[config.mk]
export PLATFORM = sky130hd
export DESIGN_NAME = bsearch_engine
export DESIGN_NICKNAME = d
export VERILOG_FILES = /design/src/rtl/bsearch_engine.sv
export SDC_FILE = /design/constraint.sdc
export NUM_CORES = 1
export LEC_CHECK = 0
export CAP_MARGIN = 20
export CELL_PAD_IN_SITES_DETAIL_PLACEMENT = 1
export CELL_PAD_IN_SITES_GLOBAL_PLACEMENT = 2
export CORE_UTILIZATION = 33
export CTS_CLUSTER_SIZE = 24
export DETAILED_ROUTE_END_ITERATION = 10
export PLACE_DENSITY_LB_ADDON = 0.1
export SYNTH_ARGS = -nofsm -noshare
export SYNTH_HDL_FRONTEND = slang
export SYNTH_SLANG_ARGS = --single-unit
[constraint.sdc]
create_clock -name i_clk -period 3.5 [get_ports i_clk]
set_input_delay 0.7 -clock i_clk [delete_from_list [all_inputs] [get_ports i_clk]]
set_output_delay 0.7 -clock i_clk [all_outputs]
set_load 0.01 [all_outputs]
[src/rtl/bsearch_engine.sv]
// rtl/bsearch_engine.sv - lower/upper-bound binary search over a sorted table in a synchronous-read RAM
// Reports first/last occurrence on a hit and the insertion point on a miss.
module bsearch_engine #(
  parameter int DATA_W   = 8,
  parameter int ADDR_W   = 5,
  parameter int READ_LAT = 1
) (
  input  logic              i_clk,
  input  logic              i_reset,
  input  logic              i_start,
  input  logic              i_abort,
  input  logic              i_mode,
  input  logic [DATA_W-1:0] i_key,
  output logic [ADDR_W-1:0] o_mem_addr,
  input  logic [DATA_W-1:0] i_mem_rdata,
  output logic              o_busy,
  output logic              o_done,
  output logic              o_found,
  output logic [ADDR_W:0]   o_index,
  output logic [ADDR_W:0]   o_probes
);

  localparam int PW = ADDR_W + 1;
  localparam logic [PW-1:0] DEPTH = {1'b1, {ADDR_W{1'b0}}};

  typedef enum logic [2:0] {
    S_IDLE,
    S_SETUP,
    S_WAIT,
    S_COMPARE,
    S_DONE
  } state_t;

  state_t            r_state;
  logic [DATA_W-1:0] r_key;
  logic              r_mode;
  logic [PW-1:0]     r_lo;
  logic [PW-1:0]     r_hi;
  logic [PW-1:0]     r_mid;
  logic              r_eq;
  logic [PW-1:0]     r_count;
  logic [1:0]        r_wait;

  logic [PW:0]       w_sum;
  logic [PW-1:0]     w_mid;
  logic              w_go_right;
  logic              w_hit;
  logic [PW-1:0]     w_lo_next;
  logic [PW-1:0]     w_hi_next;
  logic              w_eq_next;
  logic [PW-1:0]     w_count_next;

  // lo+hi can reach 2*DEPTH, so the sum carries one extra bit before halving
  assign w_sum        = {1'b0, r_lo} + {1'b0, r_hi};
  assign w_mid        = PW'(w_sum >> 1);
  assign w_go_right   = r_mode ? (i_mem_rdata <= r_key) : (i_mem_rdata < r_key);
  assign w_hit        = (i_mem_rdata == r_key);
  assign w_lo_next    = w_go_right ? (r_mid + PW'(1)) : r_lo;
  assign w_hi_next    = w_go_right ? r_hi : r_mid;
  assign w_eq_next    = r_eq | w_hit;
  assign w_count_next = r_count + PW'(1);

  always_ff @(posedge i_clk) begin
    if (i_reset) begin
      r_state    <= S_IDLE;
      o_mem_addr <= '0;
      o_busy     <= 1'b0;
      o_done     <= 1'b0;
      o_found    <= 1'b0;
      o_index    <= '0;
      o_probes   <= '0;
      r_key      <= '0;
      r_mode     <= 1'b0;
      r_lo       <= '0;
      r_hi       <= '0;
      r_mid      <= '0;
      r_eq       <= 1'b0;
      r_count    <= '0;
      r_wait     <= '0;
    end else if (i_abort && (r_state != S_IDLE)) begin
      r_state <= S_IDLE;
      o_busy  <= 1'b0;
      o_done  <= 1'b0;
    end else begin
      o_done <= 1'b0;
      case (r_state)
        S_IDLE: begin
          if (i_start) begin
            r_key    <= i_key;
            r_mode   <= i_mode;
            r_lo     <= '0;
            r_hi     <= DEPTH;
            r_eq     <= 1'b0;
            r_count  <= '0;
            o_found  <= 1'b0;
            o_index  <= '0;
            o_probes <= '0;
            o_busy   <= 1'b1;
            r_state  <= S_SETUP;
          end
        end
        S_SETUP: begin
          r_mid      <= w_mid;
          o_mem_addr <= w_mid[ADDR_W-1:0];
          r_wait     <= 2'(READ_LAT - 1);
          r_state    <= S_WAIT;
        end
        S_WAIT: begin
          if (r_wait == 2'd0) begin
            r_state <= S_COMPARE;
          end else begin
            r_wait <= r_wait - 2'd1;
          end
        end
        S_COMPARE: begin
          r_lo    <= w_lo_next;
          r_hi    <= w_hi_next;
          r_eq    <= w_eq_next;
          r_count <= w_count_next;
          // Results are published on the final compare edge so done lands P*(READ_LAT+2) edges after start
          if (w_lo_next == w_hi_next) begin
            o_done   <= 1'b1;
            o_busy   <= 1'b0;
            o_found  <= w_eq_next;
            o_probes <= w_count_next;
            o_index  <= (r_mode && w_eq_next) ? (w_lo_next - PW'(1)) : w_lo_next;
            r_state  <= S_DONE;
          end else begin
            r_state <= S_SETUP;
          end
        end
        S_DONE: begin
          r_state <= S_IDLE;
        end
        default: begin
          r_state <= S_IDLE;
        end
      endcase
    end
  end

endmodule

# Word-level counts from Yosys, hierarchy flattened
# Index checks and enable logic that the tools add are counted.
dict set report totals {
  reg_bits 59
  inputBits 21
  output_inout_bits 20
  wordCells 77
}
dict set report classes {
  addsub 5
  magnitude_cmp 2
  eq_ne 9
  n_mux 27
  bitwise_logic 3
  reduce_logical 16
}
# op n
set op_table {}
lappend op_table {{6-bit case mux with 2 select lines} 5}
lappend op_table {{6-bit 2-to-1 mux} 7}
lappend op_table {{6-bit by 1-bit adder with 6-bit output (second input constant)} 2}
lappend op_table {{3-bit case mux with 4 select lines} 1}
lappend op_table {{3-bit AND reduction} 4}
lappend op_table {{3-bit 2-to-1 mux} 3}
lappend op_table {{8-bit equality test} 1}
lappend op_table {{8-bit less-or-equal comparator} 1}
lappend op_table {{8-bit < comparator} 1}
lappend op_table {{2-bit != test (second input constant)} 4}
lappend op_table {{6-bit by 6-bit adder with 7-bit output} 1}
lappend op_table {{3-bit by 2-bit equality test with 1-bit output (second input constant)} 2}
lappend op_table {{6-bit equality test} 1}
lappend op_table {{1-bit 2-to-1 mux} 6}
lappend op_table {{1-bit case mux with 2 select lines} 3}
lappend op_table {{6-bit by 1-bit subtractor with 6-bit output (second input constant)} 1}
lappend op_table {{2-bit case mux with 2 select lines} 1}
lappend op_table {{2-bit AND reduction} 2}
lappend op_table {{4-bit AND reduction} 1}
lappend op_table {{2-bit nonzero test} 2}
lappend op_table {{3-bit by 1-bit equality test with 1-bit output (second input constant)} 1}
lappend op_table {{3-bit logical NOT} 1}
lappend op_table {{3-bit nonzero test} 1}
lappend op_table {{3-bit OR reduction} 1}
lappend op_table {{7 further kinds} 9}

# Depth between registers and ports, before layout
dict set report logic_depth {
  depth_word 7
  depth_mapped 11
  mapped_depth_nobuf 10
}

# Worst setup path after synthesis
# OpenSTA, ideal clock, no wires.
dict set report synth_timing {
  path_type {input to register}
  from {input i_mem_rdata[7]}
  to {register o_index[4]}
  setup_time_ps 67
  arrival_time_ps 2704
  t_required_ps 3433
  setup_slack_ps 729
  cell_stages 10
  n_path_buf 1
  path_cell_list {ha_1 nand2_1 o21a_1 a32o_1 or4_4 o211ai_2 nand2_2 or3_1 buf_6 o21ai_2}
}
dict set report synth_between {
  elab_chain_len 7
  elab_cells_between_ends 15
  classes_between {add/sub (1); order compare (2); eq/ne (3); mux (6); bitwise (1); reduce/logical (2)}
}
# item line
set synth_lines {}
lappend synth_lines {{start, declared} 15} ;# input logic [DATA_W-1:0] i_mem_rdata,
lappend synth_lines {{8-bit < comparator / 8-bit less-or-equal comparator (equally long branches)} 56} ;# assign w_go_right = r_mode ? (i_mem_rdata <= r_key) : (i_mem_rdata < r_key);
lappend synth_lines {{1-bit 2-to-1 mux} 56}
lappend synth_lines {{6-bit 2-to-1 mux} 58} ;# assign w_lo_next = w_go_right ? (r_mid + PW'(1)) : r_lo;
lappend synth_lines {{6-bit by 1-bit subtractor with 6-bit output} 126} ;# o_index <= (r_mode && w_eq_next) ? (w_lo_next - PW'(1)) : w_lo_next;
lappend synth_lines {{6-bit 2-to-1 mux} 126}
lappend synth_lines {{6-bit 2-to-1 mux} 121} ;# if (w_lo_next == w_hi_next) begin
lappend synth_lines {{6-bit case mux with 2 select lines} 86} ;# case (r_state)
lappend synth_lines {{end signal, assigned} 126}
lappend synth_lines {{end, declared} 19} ;# output logic [ADDR_W:0] o_index,
# Parallel ways exist; a longest one is shown, timed or not. The select of a mux whose other input is x is not followed.
# A chain may end at the register's enable or synchronous reset.

# Worst setup path after layout
# Same ends and word-level chain as after synthesis.

==> results.py <==
metrics = {
    "status": {
        "status": "finished clean",
    },
    "drt": {
        "first_iter_violations": 64,
        "drc": 0,
        "ant_nets": 0,
        "routed_wl_mm": 8.89,
        "viasPerCell": 5.05,
        "vias": 2856,
        "dr.pass1.iters": 4,
        "wl_per_cell_um": 15.7,
    },
    "synthesis": {
        "synthTopCellsByArea": "dfxtp_1 34%, ha_1 6.3%, a21oi_1 5.4%, nand2_1 5.1%, nor2_1 5.0%",
        "syn-num-nets": 438,
        "synth_mux_area_share_pct": 2.20,
        "seq_area_frac_synth_pct": 34.0,
        "synth_fa_ha_area_share_pct": 6.93,
        "netlist_instances": 400,
        "synth_cell_types": 50,
        "synthSimpleGateAreaFrac_pct": 23.7,
        "yosysTopAreaCellShare_pct": 34.0,
        "synth_common_cells": "54 x dfxtp_1, 43 x nand2_1, 42 x nor2_1",
        "yosys.area.top_type": "dfxtp_1",
        "yosysWarnings": 0,
        "synth_xor_area_share_pct": 7.71,
        "synth_seq_cells": 54,
        "yosys.cell_count.top_type": "dfxtp_1",
        "syn_area_um2": 3180,
        "async_reset_ff_share_pct": 0,
        "synth_top_family_by_area": "simple AND/OR/NAND/NOR gates",
        "synth-compound-area-share_pct": 18.5,
        "syn_avg_cell_area_um2": 7.95,
        "synth_flop_cell": "dfxtp_1",
        "synth_edf_count": 0,
    },
    "final_layout": {
        "area_growth_pct": 20.2,
        "num-nets-final": 473,
        "n_antenna_cell": 0,
        "seq_area_um2": 1080,
        "stdcell_count": 565,
        "multi_input_area_um2": 1880,
        "drive_gt1_share_pct": 8.94,
        "final_util_pct": 41.2,
        "final_area_um2": 3820,
        "final.fill_count": 1153,
    },
    "placed_design": {
        "gp_congestion": 0.815,
        "post_dp_cell_area_um2": 3710,
        "portBuffers": 40,
        "place_hpwl_mm": 6.77,
        "dp_slack_ns": 0.0350,
        "dp_cells": 557,
    },
    "timing": {
        "setup_viol": 0,
        "finalHoldViolCount": 0,
        "worstMarginPinSlew_ns": 0.596,
        "fin_tns_setup_ns": 0,
        "period_share_pct": 88.6,
        "skew_ns": 0.00630,
        "fin_crit_ns": 3.10,
        "max_freq_mhz": 322,
        "drv_slew": 0,
        "rsz0062_at_grt": "no",
        "worst_slack_ns": 0.398,
        "slew_headroom_pct": 60.1,
    },
    "setup_path": {
        "r2r_slack_ns": 0.81,
        "critical_path_class": "input port to flip-flop",
        "worst_ep_arrival_time_ns": 3.36,
        "required_ns": 3.76,
        "endpoint_kind": "flip-flop",
        "critical_path.max_fanout": 8,
        "critical-path-top-delay-family": "simple AND/OR/NAND/NOR gates",
        "reg2reg_depth": 10,
        "critPathMaxStageDelay_ns": 0.56,
        "path_buf_inv": 1,
        "reg2reg_to": "o_index[4]",
        "timing.rr.start": "r_key[7]",
        "slowest_stage": "or3_1",
        "critPathLaunchType": "input port",
        "cp_cell_sequence": "clkdlybuf4s50_1 > ha_1 > nand2_1 > o21a_1 > a32o_1 > or4_4 > o211ai_2 > nand2_2 > or3_1 > o21ai_2",
    },
    "global_route": {
        "grt_max_degree": 41,
        "gr-total-overflow": 0,
        "track_usage_pct": 18.9,
        "grt_pass1_wl_mm": 14.7,
        "grt_pass1_vias": 2895,
        "grt_antenna_before_repair": 0,
    },
    "clock_tree": {
        "clock_latency_ns": 0.32,
        "cts_buffer_depth": 2,
        "clkSinkCount": 54,
        "cts.clk_slew.worst_paths_ns": 0.10,
        "post-cts-setup-buffers": 0,
        "cts_resized": 0,
        "cts_root_buf": "clkbuf_8",
        "cts_inserted_buffers": 5,
        "cts_tree": "done",
        "ctsHoldBuffers": 0,
        "htreeDepth": 2,
    },
    "floorplanning": {
        "die_y_um": 100,
        "io_pins": 41,
        "die_w_um": 100,
        "dieArea_um2": 10000,
        "start_util_pct": 34.2,
        "row_count": 35,
        "core_area_um2": 9280,
    },
    "hold_path": {
        "hold_end": "r_key[4]",
        "holdPathStages": 2,
        "min-delay-start": "r_key[4]",
        "hp-class": "flip-flop to flip-flop",
    },
    "pwr": {
        "p_per_area_nw_per_um2": 347,
        "ir_drop_mv": 0.149,
        "p_leak_uw": 0.00148,
    },
    "flow_run": {
        "maxCapViolations": 0,
    },
}
## worst max-delay path by stage
stage / startpoint / to / slack (ns) / cells after the start
2_1_floorplan: i_mem_rdata[7] / o_index[4] / 0.73 / 10
3_3_place_gp: i_mem_rdata[7] / o_index[3] / 0.10 / 10
3_5_place_dp: i_mem_rdata[7] / o_index[4] / 0.04 / 10
4_1_cts: i_mem_rdata[7] / o_index[4] / 0.38 / 10
5_1_grt: i_mem_rdata[5] / o_found / 0.29 / 10
6_report: i_mem_rdata[7] / o_index[4] / 0.40 / 10
## cell families (layout without fill, tap and decap cells)
logic type	count (synthesis)	count (layout)
compound gates	92	92
xor+xnor	28	28
fa+ha+maj	17	17
buf+inv	47	83
flops	54	54
mux	7	7
simple gates	155	155
## per-stage QoR
step	hold slack (ns)	power [uW]
global route	0.481	1390
detailed placement	0.448	906
CTS	0.463	1350
floorplan	0.436	816
finish	0.463	1320
global placement	0.444	902
## worst reg2reg max path, stage by stage (launching register included)
cell and delay [ns]:
dfxtp_1 0.34, inv_1 0.05, ha_1 0.30, nand2_1 0.06, o21a_1 0.23, a32o_1 0.27, or4_4 0.43, o211ai_2 0.12
nand2_2 0.07, or3_1 0.56, o21ai_2 0.20
## final cells by class
cell class,instances,area share (%)
Timing Repair Buffer,56,13.6
Sequential cell,54,28.3
Tap cell,129,4.22
Clock inverter,2,0.982
Clock buffer,6,1.90
Inverter,19,1.87
Multi-Input combinational cell,299,49.1
## cell usage in the layout (no fill, tap or decap), types with 3 or more instances in the layout
cell type / netlist / routed
buf_4: 8 / 16
a21o_1: 3 / 3
or3_1: 6 / 6
dfxtp_1: 54 / 54
clkbuf_8: 0 / 5
nor3b_1: 3 / 3
inv_1: 19 / 19
nor3_1: 3 / 3
a211oi_1: 4 / 4
nor2_1: 42 / 42
nand3_1: 18 / 18
clkdlybuf4s50_1: 0 / 40
nand4_1: 9 / 9
nand2_1: 43 / 43
a22oi_1: 9 / 9
and2_1: 5 / 5
xor2_1: 14 / 14
o21ai_2: 6 / 6
nor2b_1: 7 / 7
a21oi_1: 34 / 34
and3_1: 4 / 4
o21ai_0: 16 / 16
mux2i_1: 7 / 7
ha_1: 16 / 16
nand2b_1: 5 / 5
xnor2_1: 14 / 14
## power breakdown
part           internal, uW  total, uW  switching, uW
combinational           104        244            140
sequential              628        645           16.7
clock                   214        436            222
## state kept, by name, summed over array words and instances (netlist names)
name	flops
o_probes	6
r_count	6
r_key	8
r_eq	1
o_busy	1
o_found	1
o_mem_addr	4
r_wait	2
r_hi	6
r_mode	1
o_index	6
r_mid	2
o_done	1
r_state	3
r_lo	6
## metal layers
metal,global-route usage (%),share of wire (%)
met1,25.1,49
met4,5.02,1.1
met5,0,0
met2,32.1,48
met3,2.72,1.7
Note: power is estimated with default switching activity, not from simulation.
